**src/rtl/fft_pair_feeder.sv**
```systemverilog
// Radix-2 DIF front end: buffers the first half of each frame, then pairs
// every second-half sample k+N/2 with buffered sample k and presents the pair
// with its twiddle angle to a downstream butterfly over a valid/ready handshake.
module fft_pair_feeder #(
    parameter int N     = 64,
    parameter int SCALE = 1
) (
    input  logic               clock,
    input  logic               resetn,
    input  logic               clear,
    input  logic               in_valid,
    output logic               in_ready,
    input  logic signed [15:0] in_x,
    input  logic signed [15:0] in_y,
    output logic               out_valid,
    input  logic               out_ready,
    output logic signed [15:0] xout1,
    output logic signed [15:0] yout1,
    output logic signed [15:0] xout2,
    output logic signed [15:0] yout2,
    output logic signed [31:0] zangle,
    output logic               out_last
);
    localparam int LOGN = $clog2(N);
    localparam int KW   = LOGN - 1;
    localparam int HALF = N / 2;
    localparam logic [KW-1:0] K_LAST = KW'(HALF - 1);

    typedef enum logic {FILL, PAIR} state_t;

    state_t             state_q, state_d;
    logic [KW-1:0]      k_q, k_d;
    logic               out_valid_q, out_valid_d;
    logic               out_last_q, out_last_d;
    logic signed [15:0] x1_q, x1_d, y1_q, y1_d, x2_q, x2_d, y2_q, y2_d;
    logic signed [31:0] za_q, za_d;
    logic signed [15:0] buf_x [HALF];
    logic signed [15:0] buf_y [HALF];
    logic               accept;
    logic               buf_we;
    logic [31:0]        ang;

    // Halving each component keeps the butterfly's 16-bit sum/difference in range.
    function automatic logic signed [15:0] scale_c(input logic signed [15:0] v);
        if (SCALE != 0) return v >>> 1;
        return v;
    endfunction

    // FILL always has room; PAIR needs the output register free or draining.
    assign in_ready = (state_q == FILL) | ~out_valid_q | out_ready;
    assign accept   = in_valid & in_ready & ~clear;

    // k * 2^32 / N, i.e. k placed so that N steps span the full 2^32 circle.
    assign ang = {{(32 - KW){1'b0}}, k_q} << (32 - LOGN);

    assign out_valid = out_valid_q;
    assign out_last  = out_last_q;
    assign xout1     = x1_q;
    assign yout1     = y1_q;
    assign xout2     = x2_q;
    assign yout2     = y2_q;
    assign zangle    = za_q;

    // Next-state, index and output-register loading for the FILL/PAIR machine.
    always_comb begin
        state_d     = state_q;
        k_d         = k_q;
        out_valid_d = out_valid_q;
        out_last_d  = out_last_q;
        x1_d        = x1_q;
        y1_d        = y1_q;
        x2_d        = x2_q;
        y2_d        = y2_q;
        za_d        = za_q;
        buf_we      = 1'b0;
        if (out_valid_q && out_ready) begin
            out_valid_d = 1'b0;
        end
        if (clear) begin
            state_d     = FILL;
            k_d         = '0;
            out_valid_d = 1'b0;
        end else if (accept) begin
            k_d = (k_q == K_LAST) ? '0 : k_q + KW'(1);
            if (state_q == FILL) begin
                buf_we = 1'b1;
                if (k_q == K_LAST) state_d = PAIR;
            end else begin
                // A load here overrides the consume-clear above: no bubble.
                out_valid_d = 1'b1;
                x1_d        = scale_c(buf_x[k_q]);
                y1_d        = scale_c(buf_y[k_q]);
                x2_d        = scale_c(in_x);
                y2_d        = scale_c(in_y);
                za_d        = -$signed(ang);
                out_last_d  = (k_q == K_LAST);
                if (k_q == K_LAST) state_d = FILL;
            end
        end
    end

    // Control and output registers; reset clears everything visible.
    always_ff @(posedge clock or negedge resetn) begin
        if (!resetn) begin
            state_q     <= FILL;
            k_q         <= '0;
            out_valid_q <= 1'b0;
            out_last_q  <= 1'b0;
            x1_q        <= '0;
            y1_q        <= '0;
            x2_q        <= '0;
            y2_q        <= '0;
            za_q        <= '0;
        end else begin
            state_q     <= state_d;
            k_q         <= k_d;
            out_valid_q <= out_valid_d;
            out_last_q  <= out_last_d;
            x1_q        <= x1_d;
            y1_q        <= y1_d;
            x2_q        <= x2_d;
            y2_q        <= y2_d;
            za_q        <= za_d;
        end
    end

    // First-half sample store; stale contents are never read before rewrite.
    always_ff @(posedge clock) begin
        if (buf_we) begin
            buf_x[k_q] <= in_x;
            buf_y[k_q] <= in_y;
        end
    end

endmodule
```
**config.mk**
```make
export PLATFORM = sky130hd
export DESIGN_NAME = fft_pair_feeder
export DESIGN_NICKNAME = d
export VERILOG_FILES = /design/src/rtl/fft_pair_feeder.sv
export SDC_FILE = /design/constraint.sdc
export NUM_CORES = 1
export LEC_CHECK = 0
export BUFFER_PORTS_ARGS = -buffer_cell sky130_fd_sc_hd__buf_2
export CAP_MARGIN = 20
export CORE_MARGIN = 1.5
export CORE_UTILIZATION = 35
export CTS_BUF_LIST = sky130_fd_sc_hd__clkbuf_8
export CTS_CLUSTER_SIZE = 16
export DETAILED_ROUTE_END_ITERATION = 10
export GPL_TIMING_DRIVEN = 0
export PLACE_DENSITY = 0.56
export SYNTH_ARGS = -nofsm -noshare
export SYNTH_HDL_FRONTEND = slang
export SYNTH_SLANG_ARGS = --single-unit
```
**constraint.sdc**
```tcl
create_clock -name clock -period 3.9 [get_ports clock]
set_input_delay 0.585 -clock clock [delete_from_list [all_inputs] [get_ports clock]]
set_output_delay 0.585 -clock clock [all_outputs]
set_load 0.01 [all_outputs]
```
* Word-level counts from Yosys, hierarchy flattened
Memory sizes are Yosys's and may differ from the RTL's. Cells that the tools add are included.
Storage, ports and cells: RAM bits 1024, input port bits 37, register bits 104, memories 2, word-level logic and storage cells 48
Memory list:
- buf_x | depth 32, width 16, read ports 1, clocked after Yosys merged registers in 0, write ports 1, line 37 | logic signed [15:0] buf_x [HALF];
- buf_y | depth 32, width 16, read ports 1, clocked after Yosys merged registers in 0, write ports 1, line 38 | logic signed [15:0] buf_y [HALF];
Cells by class: multiplexer cells 24, bitwise operators 7, reduce and logical (&&, ||, !) cells 3, add/subtract/negate cells 2, eq/ne operators 1
Operators with widths (number):
- two-way mux 15 bit | 4
- negator 31 -> 32 bit | 1
- two-way mux 1 bit | 17
- two-way mux 5 bit | 3
- adder 5 x 1 -> 5 bit, second input constant | 1
- == test 5 bit, second input constant | 1
- inverter 1 bit | 3
- AND reduction 3 bit | 1
- AND 1 bit | 2
- OR 1 bit | 2
- nonzero test 2 bit | 1
- logical AND 1 bit | 1

* Depth between registers and ports, before layout
word-level depth 9, gate-level depth with buffers 9

* Worst setup path before layout
OpenSTA, ideal clock, no wires.
path kind register -> register, start register k_q[2], end memory buf_x[10][10] (enable), stages on the path, launching flop included 7, setup time 417 ps, data arrival time 2843 ps, setup slack 640 ps, cell sequence dfrtp_1 -> buf_4 -> buf_2 -> buf_2 -> clkbuf_1 -> or3b_2 -> nor2_1
RTL lines:
- start, declared | line 32 | logic [KW-1:0] k_q, k_d;
- start signal, assigned | line 116 | k_q <= k_d;
- end, declared | line 37
Straight into the memory's write port.

* Worst setup path after layout
start register k_q[0], end register x1_q[4] (netlist: xout1[4])
On the way: longest elaborated chain between the ends 2
RTL lines:
- memory (32 x 16 bit)
- two-way mux 15 bit | line 46 | return v;
- end signal, assigned | line 109 | x1_q <= '0;
- end signal, assigned | line 119 | x1_q <= x1_d;
- end, declared | line 35 | logic signed [15:0] x1_q, x1_d, y1_q, y1_d, x2_q, x2_d, y2_q, y2_d;
No other way between the ends. A chain may end at the register's enable or synchronous reset.

==> results.toml <==
[sta]
setup_viol = 0
skew_ns = 0.0414
fmax_mhz = 284
hold_violations = 0
setup-tns-final_ns = 0
setup_ws_ns = 0.377
post-route-period-util_pct = 90.3
tightest_slew_ns = 1.29
slew_viol_final = 0
relSlewSlack_pct = 13.0
fin_crit_ns = 3.52
rsz0062_at_grt = "no"

[global_routing]
grt_overflow = 0
antenna_found_initial = 11
grt_usage_pct = 19.2
grt_pass1_vias = 22000
grt_max_degree = 45
grt_pass1_wl_um = 158000

[floorplan]
die_w_um = 340
dieArea_mm2 = 0.116
die_h_um = 340
rows = 123
ios = 136
core-area_mm2 = 0.112
initial_utilization_pct = 35.3

[route]
routed_via_density = 5.32
vias = 21800
drt-total-wl_um = 112000
ant_nets = 0
routedWlPerCell_um = 27.2
drt_drc_violations_left = 0
initialDrtViolationCount = 2340
drt_pass1_iterations = 8

[clocking]
cts_tree = "done"
max-clock-path-buffers = 3
clock_latency_ns = 0.83
postCtsSetupRepairBufs = 0
clk_pin_slew_ns = 0.07
h-tree-depth = 4
cts_sinks = 1034
cts_made_buffers = 163
root_buffer = "clkbuf_8"

[synth]
syn-mean-instance-area_um2 = 18.6
ys_seq_area_share_pct = 77.2
ys_warn_count = 0
synth_edf_count = 960
syn-cell-area_mm2 = 0.0397
synthDistinctLibCells = 61
async_flop_share_pct = 7.16
ys_ff_latch = 1034
postSynthCellCount = 2139
synthFlopType = "edfxtp_1"

[place]
dpl.hpwl_um = 73400
dpl_worst_slack_ns = 0.508
portBuffers = 106
place_inst = 3807
globalplace.congestion = 0.851

[job]
drv_cap = 0

[worst_hold_path]
holdPathEnd = "k_q[4]"
whs_path_depth = 3
min_path_type = "in2reg"
worstHoldStart = "in_valid"

[worst_setup_path]
r2r_setup_slack_ns = 0.38
cp-end-kind = "flip-flop"
worstSetupStartpoint = "k_q[0]"
worstPathMaxFanout = 10
cp_data_arrival_time_ns = 4.16
crit_type = "reg2reg"
reg2reg_to = "xout1[4]"
cp-start-kind = "flip-flop"
crit_required_ns = 4.54
reg2reg_depth = 7
r2r_start = "k_q[0]"

[final_layout]
drive_above_1_share_pct = 22.6
fillers = 10000
final_common_cell = "edfxtp_1"
final_nets = 2516
syn2layout_area_growth_pct = 16.8
n_antenna_cell = 0
final_cell_mix = "edfxtp_1 (960), mux2i_1 (268), clkbuf_8 (175)"
final_cells = 4099
utilization_pct = 41.2

[status]
outcome = "finished, final reports clean"

[pwr]
powerDensity_mw_per_mm2 = 468
ir_worst_vdd_uv = 293
power_leakage_nw = 15.3
power_mw = 21.7
[cell type report]
cell class | instances | area (um2) | share of cell area [%]
Clock buffer | 175 | 2410 | 5.19
Multi-Input combinational cell | 976 | 8530 | 18.4
Sequential cell | 1034 | 30700 | 66.1
Buffer | 149 | 838 | 1.81
Timing Repair Buffer | 145 | 1430 | 3.09
Clock inverter | 115 | 604 | 1.30
Inverter | 5 | 18.8 | 0.0405
Tap cell | 1500 | 1880 | 4.05
[worst max path at each step]
stage          depth (start not counted)             to  slack [ns]
4_1_cts                                8       xout1[4]        0.54
5_1_grt                                8      xout1[13]        0.47
3_5_place_dp                           5   buf_y[24][4]        0.51
3_3_place_gp                           4   buf_x[17][2]       -1.28
2_1_floorplan                          6  buf_x[10][10]        0.64
6_report                               7       xout1[4]        0.38
[flip-flops by register name, indices dropped and copies added (netlist names)]
name,flops
buf_x,480
buf_y,480
xout1,15
xout2,15
yout1,15
yout2,15
zangle,6
k_q,5
out_last,1
out_valid,1
state_q,1
[cell families (layout without fill, tap and decap cells)]
family / Yosys count / after routing / share of synthesized area (%)
mux: 361 / 361 / 12.0
compound gates: 283 / 283 / 4.74
buf+inv: 154 / 589 / 2.16
simple gates: 297 / 297 / 3.66
fa+ha+maj: 5 / 5 / 0.157
other cells: 1 / 26 / 0.00944
flops: 1034 / 1034 / 77.2
xor+xnor: 4 / 4 / 0.0882
[cell usage after synthesis (5+ instances only)]
library cell / count / share of area (%)
a211oi_1: 51 / 0.96
o21ai_0: 35 / 0.44
ha_1: 5 / 0.16
nor3b_1: 6 / 0.11
buf_4: 45 / 0.85
a21oi_1: 7 / 0.088
clkbuf_1: 43 / 0.41
o22ai_1: 110 / 1.7
edfxtp_1: 960 / 73
a22oi_1: 20 / 0.38
nand2_1: 126 / 1.2
nor4_1: 14 / 0.22
or4_1: 5 / 0.094
dfrtp_1: 74 / 4.7
inv_1: 5 / 0.047
buf_6: 6 / 0.17
mux4_2: 91 / 5.2
a22o_1: 13 / 0.29
nor2_1: 85 / 0.80
nor2b_1: 14 / 0.22
mux2i_1: 268 / 6.8
a31oi_1: 28 / 0.44
buf_2: 51 / 0.64
nand3_1: 5 / 0.063
[repair_timing]
action / CTS / global route
gates resized for setup: 0 / 0
hold endpoints to repair: 30 / 0
hold buffers: 1 / 0
[power breakdown]
part	internal [mW]	switching (mW)	leakage, nW
logic	0.315	0.622	3.85
clock network	4.45	4.18	1.76
registers	12.2	0.00833	9.67
[worst max-delay path, cell delays in order, from the launching register on]
cell and delay [ns]:
dfrtp_1 0.43, buf_6 0.16, or4_1 0.17, buf_2 0.32, clkbuf_1 0.64, o21ai_0 0.32
nor4_1 1.09, a31oi_1 0.22
[stage by stage]
step | cell area, um2 | hold slack [ns]
4_1_cts | 46400 | 0.0506
6_report | 46400 | 0.111
2_1_floorplan | 39800 | 0.289
5_1_grt | 46400 | 0.115
3_3_place_gp | 42200 | 0.465
3_5_place_dp | 43400 | 0.458
[per-layer routing]
metal	vias to the layer above	wire [um]	global-route usage, %
met4	10	2660	5.88
met2	979	52400	30.6
met3	180	9170	4.07
met1	11400	47300	26.3
li1	9243	-	-
met5	-	61	0
(Power assumes the default switching activity.)
